### config.mk
export PLATFORM = sky130hd
export DESIGN_NAME = rx_top_control_module
export DESIGN_NICKNAME = d
export VERILOG_FILES = /design/src/rtl/rx_top_control_module.sv
export SDC_FILE = /design/constraint.sdc
export NUM_CORES = 1
export LEC_CHECK = 0
export BUFFER_PORTS_ARGS = -buffer_cell sky130_fd_sc_hd__buf_2
export CAP_MARGIN = 30
export CORE_AREA = 2 2 69 71
export DETAILED_ROUTE_END_ITERATION = 10
export DIE_AREA = 0 0 71 73
export HOLD_SLACK_MARGIN = 0.03
export PLACE_DENSITY = 0.8
export RECOVER_POWER = 50
export SYNTH_ARGS = -nofsm -noshare
export SYNTH_HDL_FRONTEND = slang
export SYNTH_SLANG_ARGS = --single-unit
### constraint.sdc
create_clock -name CLK -period 2.5 [get_ports CLK]
set_input_delay 0 -clock CLK [delete_from_list [all_inputs] [get_ports CLK]]
set_output_delay 0 -clock CLK [all_outputs]
set_load 0.01 [all_outputs]
### src/rtl/rx_top_control_module.sv
// UART 8N1 receiver front end: line synchroniser, frame deserialiser and RX FIFO write control
// with framing-error flagging and a saturating count of bytes dropped on a full FIFO.
module rx_top_control_module #(
    parameter int BAUD_DIV = 434
) (
    input  logic       CLK,
    input  logic       RST,
    input  logic       RX_Pin_In,
    input  logic       RX_En_Sig,
    input  logic       Full_Sig,
    output logic       Write_Req_Sig,
    output logic [7:0] FIFO_Write_Data,
    output logic       Frame_Err_Sig,
    output logic       Overrun_Sig,
    output logic [7:0] Drop_Count
);

    localparam logic [15:0] HALF_CNT = 16'(BAUD_DIV / 2);
    localparam logic [15:0] BIT_LAST = 16'(BAUD_DIV - 1);

    typedef enum logic [2:0] {
        IDLE,
        START,
        DATA,
        STOP,
        WRITE,
        WAIT_HIGH
    } state_t;

    function automatic logic [7:0] sat_inc(input logic [7:0] value);
        return (value == 8'hFF) ? value : value + 8'd1;
    endfunction

    state_t      state;
    state_t      state_next;
    logic        rx_sync_p0;
    logic        rx_sync_p1;
    logic        rx_prev_p2;
    logic [15:0] baud_cnt;
    logic [2:0]  bit_idx;
    logic [7:0]  shift_reg;
    logic        bit_tick;
    logic        stop_tick;
    logic        fall_edge;
    logic        stop_good;

    // Pin synchroniser plus one history stage; all reset high so reset never fakes a start edge
    always_ff @(posedge CLK or posedge RST) begin
        if (RST) begin
            rx_sync_p0 <= 1'b1;
            rx_sync_p1 <= 1'b1;
            rx_prev_p2 <= 1'b1;
        end else begin
            rx_sync_p0 <= RX_Pin_In;
            rx_sync_p1 <= rx_sync_p0;
            rx_prev_p2 <= rx_sync_p1;
        end
    end

    assign fall_edge = rx_prev_p2 & ~rx_sync_p1;
    assign stop_good = stop_tick & rx_sync_p1;

    always_comb begin
        state_next = state;
        bit_tick   = 1'b0;
        stop_tick  = 1'b0;
        unique case (state)
            IDLE: begin
                if (fall_edge && RX_En_Sig) begin
                    state_next = START;
                end
            end
            START: begin
                if (baud_cnt == HALF_CNT) begin
                    state_next = rx_sync_p1 ? IDLE : DATA;
                end
            end
            DATA: begin
                if (baud_cnt == BIT_LAST) begin
                    bit_tick = 1'b1;
                    if (bit_idx == 3'd7) begin
                        state_next = STOP;
                    end
                end
            end
            STOP: begin
                if (baud_cnt == BIT_LAST) begin
                    stop_tick  = 1'b1;
                    state_next = rx_sync_p1 ? WRITE : WAIT_HIGH;
                end
            end
            WRITE: begin
                state_next = IDLE;
            end
            WAIT_HIGH: begin
                if (rx_sync_p1) begin
                    state_next = IDLE;
                end
            end
            default: begin
                state_next = IDLE;
            end
        endcase
    end

    always_ff @(posedge CLK or posedge RST) begin
        if (RST) begin
            state <= IDLE;
        end else begin
            state <= state_next;
        end
    end

    // Counter restarts on every state change and after each data sample, so each bit is timed
    // from the previous sample point rather than from frame start.
    always_ff @(posedge CLK or posedge RST) begin
        if (RST) begin
            baud_cnt  <= 16'd0;
            bit_idx   <= 3'd0;
            shift_reg <= 8'h00;
        end else begin
            if ((state_next != state) || bit_tick) begin
                baud_cnt <= 16'd0;
            end else if ((state == START) || (state == DATA) || (state == STOP)) begin
                baud_cnt <= baud_cnt + 16'd1;
            end
            if ((state == START) && (state_next == DATA)) begin
                bit_idx <= 3'd0;
            end else if (bit_tick) begin
                bit_idx <= bit_idx + 3'd1;
            end
            if (bit_tick) begin
                shift_reg[bit_idx] <= rx_sync_p1;
            end
        end
    end

    // Result pulses are registered at the stop-sample edge, so they are high exactly for the
    // single WRITE (or first WAIT_HIGH) cycle that follows the stop-bit sample.
    always_ff @(posedge CLK or posedge RST) begin
        if (RST) begin
            Write_Req_Sig   <= 1'b0;
            Overrun_Sig     <= 1'b0;
            Frame_Err_Sig   <= 1'b0;
            FIFO_Write_Data <= 8'h00;
            Drop_Count      <= 8'h00;
        end else begin
            Write_Req_Sig <= stop_good & ~Full_Sig;
            Overrun_Sig   <= stop_good & Full_Sig;
            Frame_Err_Sig <= stop_tick & ~rx_sync_p1;
            if (stop_good && !Full_Sig) begin
                FIFO_Write_Data <= shift_reg;
            end
            if (stop_good && Full_Sig) begin
                Drop_Count <= sat_inc(Drop_Count);
            end
        end
    end

endmodule

==> metrics.cfg, run 1 <==
[run_status]
outcome=finished, final reports clean

[clock_network]
cts_buffer_depth=2
cts_tree=done
path_clk_slew_ps=100
clk_latency_ps=310
numCtsBuffers=5
htree_levels=2
root_buffer=clkbuf_8
cts.sinks=52

[layout]
nets=275
postLayoutCoreUtil=0.633
diodes=0
regMostFlops=baud_cnt
synthToLayoutAreaGrowth_pct=14.9
num-fill-cells=356
layout_common_cells=dfrtp_1, nand2_1, nor3_1, clkbuf_1, nor2_1
fin_area_sq_mm=0.00287
largest_reg_flops=16
final_cells=320
final_common_cell=dfrtp_1
drive_gt1_frac=0.173

[synthesis]
synthSimpleGateAreaFrac=0.231
synth-seq-cells=52
muxShareOfSynthArea=0.0846
synth_cell_types=42
avgSynthCellArea_sq_um=11.2
ys_seq_area_frac=0.522
synth_compound_area_frac=0.0335
ys.warnings.count=0
syn_area_sq_mm=0.00250
netlist_instances=224
async_reset_ff_frac=1.00
synth_top_family_by_area=simple AND/OR/NAND/NOR gates
synth-edff-count=0
synth_xor_area_frac=0.0806
postSynthNetCount=234
synthFlopType=dfrtp_1
synth-adder-area-share=0.0250

[power]
leakagePower_nw=1.39
powerDensity_mw_per_mm2=475
power_w=0.00137
ir_drop_mv=0.423

[route]
drtAntennaViolNets=0
drt_iter0_drc=94
vias=1800
wirelength_um=4740
viasPerCell=5.63
drcViolationCount=0
dr.pass1.iters=4
wl_per_cell_um=14.8

[timing]
setup-tns-final_ps=0
period_share=0.977
slew_headroom=0.404
period_minus_slack_ps=2440
hold_viol=0
tightest_slew_ps=893
slew_viol_final=0
fin_skew_ps=10.5
setup_violations=0
fmax_mhz=409

[global_route]
grt_overflow=0
grt_max_degree=37
antenna_found_initial=0
grt_usage=0.196
grt_pass1_wl_um=7860
grt_pass1_vias=1677

[floorplanning]
die_area_sq_mm=0.00518
die_x_um=71
rows=25
core_sq_mm=0.00454
start_util=0.551
die_y_um=73
ios=24

[worst_setup_path]
critical_path_arrival_ps=2640
cp-end-kind=register
cp-start-kind=register
cp_max_fo=5
critPathRequiredTime_ps=2690
worstSetupPathType=register to register
timing.rr.start=baud_cnt[12]
startpoint=baud_cnt[12]

[place]
dpl-instance-area_sq_mm=0.00274
dpl.cell_count=304
place_congestion=0.833
io_buffers=23
hpwl_um=3110

[min_path]
holdCritStartpoint=RX_En_Sig
hp-class=input port to register

[run]
drv_cap=0

[cells in the mapped netlist, types with 4 or more instances]
library cell,count,area share
clkbuf_1,5,0.0075
dfrtp_1,49,0.49
ha_1,5,0.025
inv_1,5,0.0075
mux2_1,8,0.036
mux2_2,9,0.041
nand2_1,20,0.030
nand3_1,11,0.022
nand4_1,5,0.013
nand4b_1,5,0.018
nor2_1,17,0.026
nor3_1,20,0.040
nor4_1,4,0.010
xnor2_1,7,0.025
xor2_1,16,0.056
[metal layers]
layer	share of wire	track usage	wire length (um)	vias to the layer above
met5	0	0	0	-
met4	0.015	0.0608	73	0
met3	0.038	0.0470	179	8
met2	0.49	0.323	2340	36
met1	0.45	0.257	2150	882
li1	-	-	-	874
[final cells by class]
cell class / count / area [sq um] / area share
sequential: 52 / 1310 / 0.454
multi-input combinational: 159 / 1140 / 0.395
timing repair buffer: 42 / 255 / 0.0889
clock buffer: 5 / 68.8 / 0.0240
tap: 54 / 67.6 / 0.0235
clock inverter: 3 / 21.3 / 0.00740
inverter: 5 / 18.8 / 0.00653
[critical path, cell delays in order (launching register included)]
cell and delay (ps):
dfrtp_1 410, or4_4 540, or4_4 460, nor3_4 300, buf_4 160, nand4b_1 120
mux2_1 340
[worst paths after layout]
check | slack (ps) | endpoint | cells past startpoint
worst max register to register | 60 | shift_reg[5] | 6
worst max-delay path | 60 | shift_reg[5] | 6
min in group asynchronous | 310 | shift_reg[4] | 3
max in group asynchronous | 890 | baud_cnt[15] | 4
worst min register to register | 360 | rx_sync_p1 | 0
worst min-delay path | 80 | state[0] | 5
[repair_timing]
action	4_1_cts	5_1_grt
endpoints found under the setup margin	0	2
setup buffers	0	5
hold endpoints to repair	19	0
hold buffers	3	0
resized for setup	0	1
[metrics by stage]
| stage | hold WS, ps | worst slack [ps] |
|---|---|---|
| 2_1_floorplan | 4.48 | 201 |
| 3_3_place_gp | -20.7 | 144 |
| 3_5_place_dp | -19.4 | 80.3 |
| 4_1_cts | 82.9 | 53.3 |
| 5_1_grt | 97.2 | -22.7 |
| 6_report | 79.1 | 56.6 |
[cells by family (layout without fill, tap and decap cells)]
| kind of cell | after synthesis | in the layout |
|---|---|---|
| DFF | 52 | 52 |
| and+or+nand+nor | 103 | 103 |
| buffers and inverters | 13 | 55 |
| adders and majority gates | 5 | 5 |
| AOI/OAI and AO/OA | 9 | 9 |
| muxes | 19 | 19 |
| xor gates and xnor gates | 23 | 23 |
[power by group]
part,internal [W],switching (W)
sequential,0.000845,0.00000413
combinational,0.00000772,0.0000210
clock,0.000199,0.000289
Note: power is estimated with default switching activity, not from simulation.
==> run 2, diff against run 1 <==
BUFFER_PORTS_ARGS = -buffer_cell sky130_fd_sc_hd__buf_4   (was -buffer_cell sky130_fd_sc_hd__buf_2)
CORE_AREA = 2 2 95 97   (was 2 2 69 71)
DIE_AREA = 0 0 97 99   (was 0 0 71 73)
PLACE_DENSITY = 0.48   (was 0.8)
TNS_END_PERCENT = 10   (was unset)
==> run 2 against run 1 <==
Compared with the run above: worst hold slack gained 270 ps; combinational power grew 12%; sequential cell count did not move; via count is 2.9% lower; register-to-register slack better by 50 ps; global-route usage down 8.5 points; design area increased by 2.3%; die area is 85% higher; utilization shrank 29 points; sequential share of layout area down 1.0 points; setup slack better by 50 ps.
==> metrics.cfg, run 2 (synthesis results as in run 1) <==
[global_route]
grt_usage=0.111  ; -0.0849
grt_pass1_vias=1795  ; +7.0%
grt_pass1_wl_um=8730  ; +11%
grt-busiest-layer=met2
met2_usage=0.191  ; -0.132
antenna_found_initial=0  ; unchanged
grt_overflow=0  ; unchanged
met3_usage=0.0262  ; -0.0207
grt_max_degree=53  ; +43%
grt_use_met1=0.142  ; -0.116

[timing]
hold_viol=0  ; unchanged
fmax_mhz=418  ; +2.1%
rsz0062_at_grt=yes
slew_headroom=0.116  ; -0.289
tightest_slew_ps=1330  ; +433 ps
period_share=0.957  ; -0.0199
fin_skew_ps=18.1  ; +7.62 ps
setup_violations=0  ; unchanged
period_minus_slack_ps=2390  ; -49.8 ps
slew_viol_final=0  ; unchanged

[power]
powerDensity_mw_per_mm2=469  ; -1.3%
ir_drop_mv=0.276  ; -35%
leakagePower_nw=1.38  ; -0.70%

[clock_network]
cts_tree=done
postCtsSetupRepairBufs=0  ; unchanged
root_buffer=clkbuf_8
cts.sinks=52  ; unchanged
numCtsBuffers=5  ; unchanged
htree_levels=2  ; unchanged
clk_latency_ps=320  ; about the same
cts_buffer_depth=2  ; unchanged
path_clk_slew_ps=100  ; about the same

[route]
dr.pass1.iters=4  ; unchanged
drtAntennaViolNets=0  ; unchanged
drt_iter0_drc=54  ; -43%
viasPerCell=4.71  ; -16%
drcViolationCount=0  ; unchanged
wl_per_cell_um=13.5  ; -8.7%
wirelength_um=5020  ; +5.9%
vias=1748  ; -2.9%

[layout]
final_common_cell=dfrtp_1
num-fill-cells=869  ; +140%
diodes=0  ; unchanged
largest_reg_flops=16  ; unchanged
synthToLayoutAreaGrowth_pct=17.5
layout_common_cells=dfrtp_1, nand2_1, nor3_1, clkbuf_1, nor2_1
drive_gt1_frac=0.167  ; -0.00563
regMostFlops=baud_cnt
postLayoutCoreUtil=0.344  ; -0.290
final_cells=371  ; +16%
nets=272  ; -1.1%

[place]
hpwl_um=3430  ; +10%
place_congestion=0.767  ; -7.9%
io_buffers=23  ; unchanged
dpl.cell_count=359  ; +18%

[run]
drv_cap=0  ; unchanged

[min_path]
hp-class=input port to register

[floorplanning]
rows=34  ; +36%
start_util=0.292  ; -0.259
core_sq_mm=0.00855  ; +89%
ios=24  ; unchanged
die_x_um=97  ; +37%
die_area_sq_mm=0.00960  ; +85%
die_y_um=99  ; +36%

[worst_setup_path]
worstSetupPathType=register to register
cp-end-kind=register
critical_path_arrival_ps=2600  ; -40 ps
cp-start-kind=register
cp_max_fo=6  ; +1
critPathRequiredTime_ps=2700  ; about the same

[run_status]
outcome=finished, final reports clean

==> run 2: what timing repair did <==
| action | in CTS | in global routing |
|---|---|---|
| endpoints found under the hold margin | 53 | 0 |
| gates resized for setup | 0 | 2 |
| setup endpoints to repair | 0 | 3 |
| hold buffers | 4 | 0 |
==> run 2: worst max-delay path, stage by stage (launching register included) <==
cell,delay [ps]
dfrtp_1,420
or4_4,560
or4_4,530
nor3_4,180
buf_4,180
nand4b_1,110
mux2_1,320
==> run 2: routing by layer <==
layer,vias to the layer above,part of all wire
li1,875,-
met1,852,0.49
met2,16,0.48
met3,5,0.028
met4,0,0.0060
met5,-,0
==> run 2: cell type report <==
class	instances	area (sq um)	share of cell area
clock inverters	3	21.3	0.00724
clock buffers	5	68.8	0.0234
flip-flops and latches	52	1310	0.444
multi-input cells	159	1150	0.391
inverters	5	18.8	0.00639
repair buffers	39	241	0.0822
well taps	108	135	0.0460
==> run 2: final timing paths <==
| path | startpoint | to | slack, ps | depth (start not counted) |
|---|---|---|---|---|
| max | baud_cnt[11] | shift_reg[5] | 110 | 6 |
| min | RX_Pin_In | rx_sync_p0 | 350 | 2 |
| max reg2reg | baud_cnt[11] | shift_reg[5] | 110 | 6 |
| min reg2reg | rx_sync_p0 | rx_sync_p1 | 370 | 0 |
| max in group asynchronous | RST | baud_cnt[9] | 1020 | 4 |
| min in group asynchronous | RST | Drop_Count[3] | 690 | 4 |
==> run 2: metrics by stage <==
step	power (W)	TNS [ps]	worst slack (ps)	hold WS, ps	instance area (sq um)
floorplan	0.000881	0	201	4.48	2500
global placement	0.000896	0	123	111	2870
detailed placement	0.000896	0	88.8	110	2870
CTS	0.00140	0	89.3	334	3000
global route	0.00144	-4.84	-4.84	361	2940
finish	0.00138	0	106	348	2940
==> run 2: power by group <==
part / total (W) / internal [W] / switching (W) / leakage [nW]
combinational: 0.0000321 / 0.0000103 / 0.0000218 / 0.632
clock: 0.000497 / 0.000200 / 0.000298 / 0.0445
sequential: 0.000849 / 0.000845 / 0.00000422 / 0.701
total: 0.00138 / 0.00105 / 0.000324 / 1.38
==> run 3, diff against run 2 <==
CORE_AREA = 2 2 83 85   (was 2 2 95 97)
DIE_AREA = 0 0 85 87   (was 0 0 97 99)
PLACE_DENSITY = 0.59   (was 0.48)
REMOVE_ABC_BUFFERS = 1   (was unset)
==> run 3 against run 2 <==
Compared with the run above: count of clock-buffer cells in the layout unchanged; combinational power down 6.9%; design area increased by 0.13%; non-clock buffer count is 6 higher; critical endpoint is now shift_reg[3]; highest routed layer unchanged.
==> metrics.cfg, run 3 (synthesis results as in run 1) <==
[floorplanning]
die_y_um=87  ; -12%
core_sq_mm=0.00657  ; -23%
die_area_sq_mm=0.00740  ; -23%
start_util=0.381  ; +0.0882
rows=30  ; -12%
ios=24  ; unchanged
die_x_um=85  ; -12%

[worst_setup_path]
critPathRequiredTime_ps=2690  ; about the same
path_common_cell=nand4b_1
critical_path.slowest_cell=or4_4
worstSetupPathType=register to register
cp_max_fo=4  ; -2
critPathMaxStageDelay_ps=610  ; +50 ps
critical_path_arrival_ps=2600  ; about the same
cp-start-kind=register
cp_top_family=simple AND/OR/NAND/NOR gates
cp-end-kind=register
crit_chain=ha_2, nand4b_1, or4_4, nor3_4, buf_6, nand4b_1, mux2_1
crit_buf_inv=1  ; unchanged
r2r_slack_ps=100  ; about the same

[power]
power_w=0.00135  ; -2.0%
ir_drop_mv=0.201  ; -27%
leakagePower_nw=1.41  ; +2.5%
powerDensity_mw_per_mm2=459  ; -2.1%

[global_route]
grt_overflow=0  ; unchanged
antenna_found_initial=0  ; unchanged
grt_pass1_vias=1727  ; -3.8%
grt_usage=0.133  ; +0.0220
grt_pass1_wl_um=8000  ; -8.4%
grt_max_degree=36  ; -32%

[route]
dr.pass1.iters=4  ; unchanged
drcViolationCount=0  ; unchanged
wl_per_cell_um=13.1  ; -3.2%
drtAntennaViolNets=0  ; unchanged
wirelength_um=4570  ; -9.0%
viasPerCell=5.11  ; +8.5%
drt_iter0_drc=60  ; +11%
vias=1784  ; +2.1%

[place]
place_congestion=0.775  ; +0.95%
hpwl_um=3200  ; -6.8%
io_buffers=23  ; unchanged
dpl.cell_count=333  ; -7.2%

[run_status]
outcome=finished, final reports clean

[clock_network]
root_buffer=clkbuf_8
cts.sinks=52  ; unchanged
htree_levels=2  ; unchanged
path_clk_slew_ps=90  ; about the same
numCtsBuffers=5  ; unchanged
cts_buffer_depth=2  ; unchanged
clk_latency_ps=310  ; about the same
cts_tree=done

[timing]
hold_viol=0  ; unchanged
period_minus_slack_ps=2400  ; +11.2 ps
fin_skew_ps=5.47  ; -12.6 ps
slew_viol_final=0  ; unchanged
slew_headroom=0.430  ; +0.314
tightest_slew_ps=855  ; -471 ps
rsz0062_at_grt=yes
period_share=0.962  ; +0.00448
holdWs_ps=45.0  ; -303 ps
setup_violations=0  ; unchanged
fmax_mhz=416  ; -0.47%

[layout]
nets=278  ; +2.2%
final_cells=349  ; -5.9%
final_common_cell=dfrtp_1
postLayoutCoreUtil=0.448  ; +0.104
diodes=0  ; unchanged
drive_gt1_frac=0.182  ; +0.0149
num-fill-cells=618  ; -29%
synthToLayoutAreaGrowth_pct=17.7
largest_reg_flops=16  ; unchanged
regMostFlops=baud_cnt
layout_common_cells=dfrtp_1, nand2_1, nor3_1, clkbuf_1

[run]
drv_cap=0  ; unchanged

[min_path]
hp-class=input port to register

run 3: changes by cell type in the layout (fill, tap and decap cells not counted), sizes merged:
cell	previous run	this run
buf	13	20
clkinv	1	3
clkinvlp	1	0
dlygate4sd3	4	3
inv	6	5
run 3: layer usage:
layer / track usage / wire (um) / vias up
met1: 0.175 / 2240 / 862
met3: 0.0313 / 194 / 5
met2: 0.216 / 2080 / 31
met4: 0.0433 / 57 / 0
met5: 0 / 0 / -
li1: - / - / 886
run 3: where the power goes:
part	switching (W)	internal (W)
sequential	0.00000430	0.000845
clock	0.000277	0.000196
combinational	0.0000206	0.00000929
run 3: cell type report:
class | instances | area, sq um | area share
Sequential cell | 52 | 1310 | 0.444
Multi-Input combinational cell | 159 | 1140 | 0.387
Timing Repair Buffer | 45 | 292 | 0.0991
Tap cell | 80 | 100 | 0.0340
Clock buffer | 5 | 68.8 | 0.0234
Clock inverter | 3 | 18.8 | 0.00638
Inverter | 5 | 18.8 | 0.00638
run 3: stage by stage:
| step | area (sq um) | setup TNS, ps | worst slack, ps |
|---|---|---|---|
| 5_1_grt | 2940 | -27.1 | -10.7 |
| 2_1_floorplan | 2460 | 0 | 31.2 |
| 6_report | 2940 | 0 | 95.2 |
| 4_1_cts | 2970 | 0 | 80.0 |
| 3_3_place_gp | 2850 | 0 | 131 |
| 3_5_place_dp | 2850 | 0 | 94.7 |
run 3: timing repair:
item | in CTS | in global routing
hold buffers | 3 | 0
buffers inserted | 0 | 5
resized for setup | 0 | 3
setup endpoints to repair | 0 | 2
endpoints found under the hold margin | 20 | 0
run 3: tightest hold or removal path, delay by kind of cell:
kind	cells	cell delay (ps)
AOI/OAI and AO/OA	1	60
buffers and inverters	1	80
and+or+nand+nor	3	170
run 3: path summary, 6_finish.rpt:
path / cells past startpoint / to / start
setup / recovery: 7 / shift_reg[3] / baud_cnt[0]
hold / removal: 5 / state[0] / RX_En_Sig
setup reg to reg: 7 / shift_reg[3] / baud_cnt[0]
hold reg to reg: 0 / rx_sync_p1 / rx_sync_p0
max in group asynchronous: 4 / state[0] / RST
min in group asynchronous: 3 / baud_cnt[15] / RST
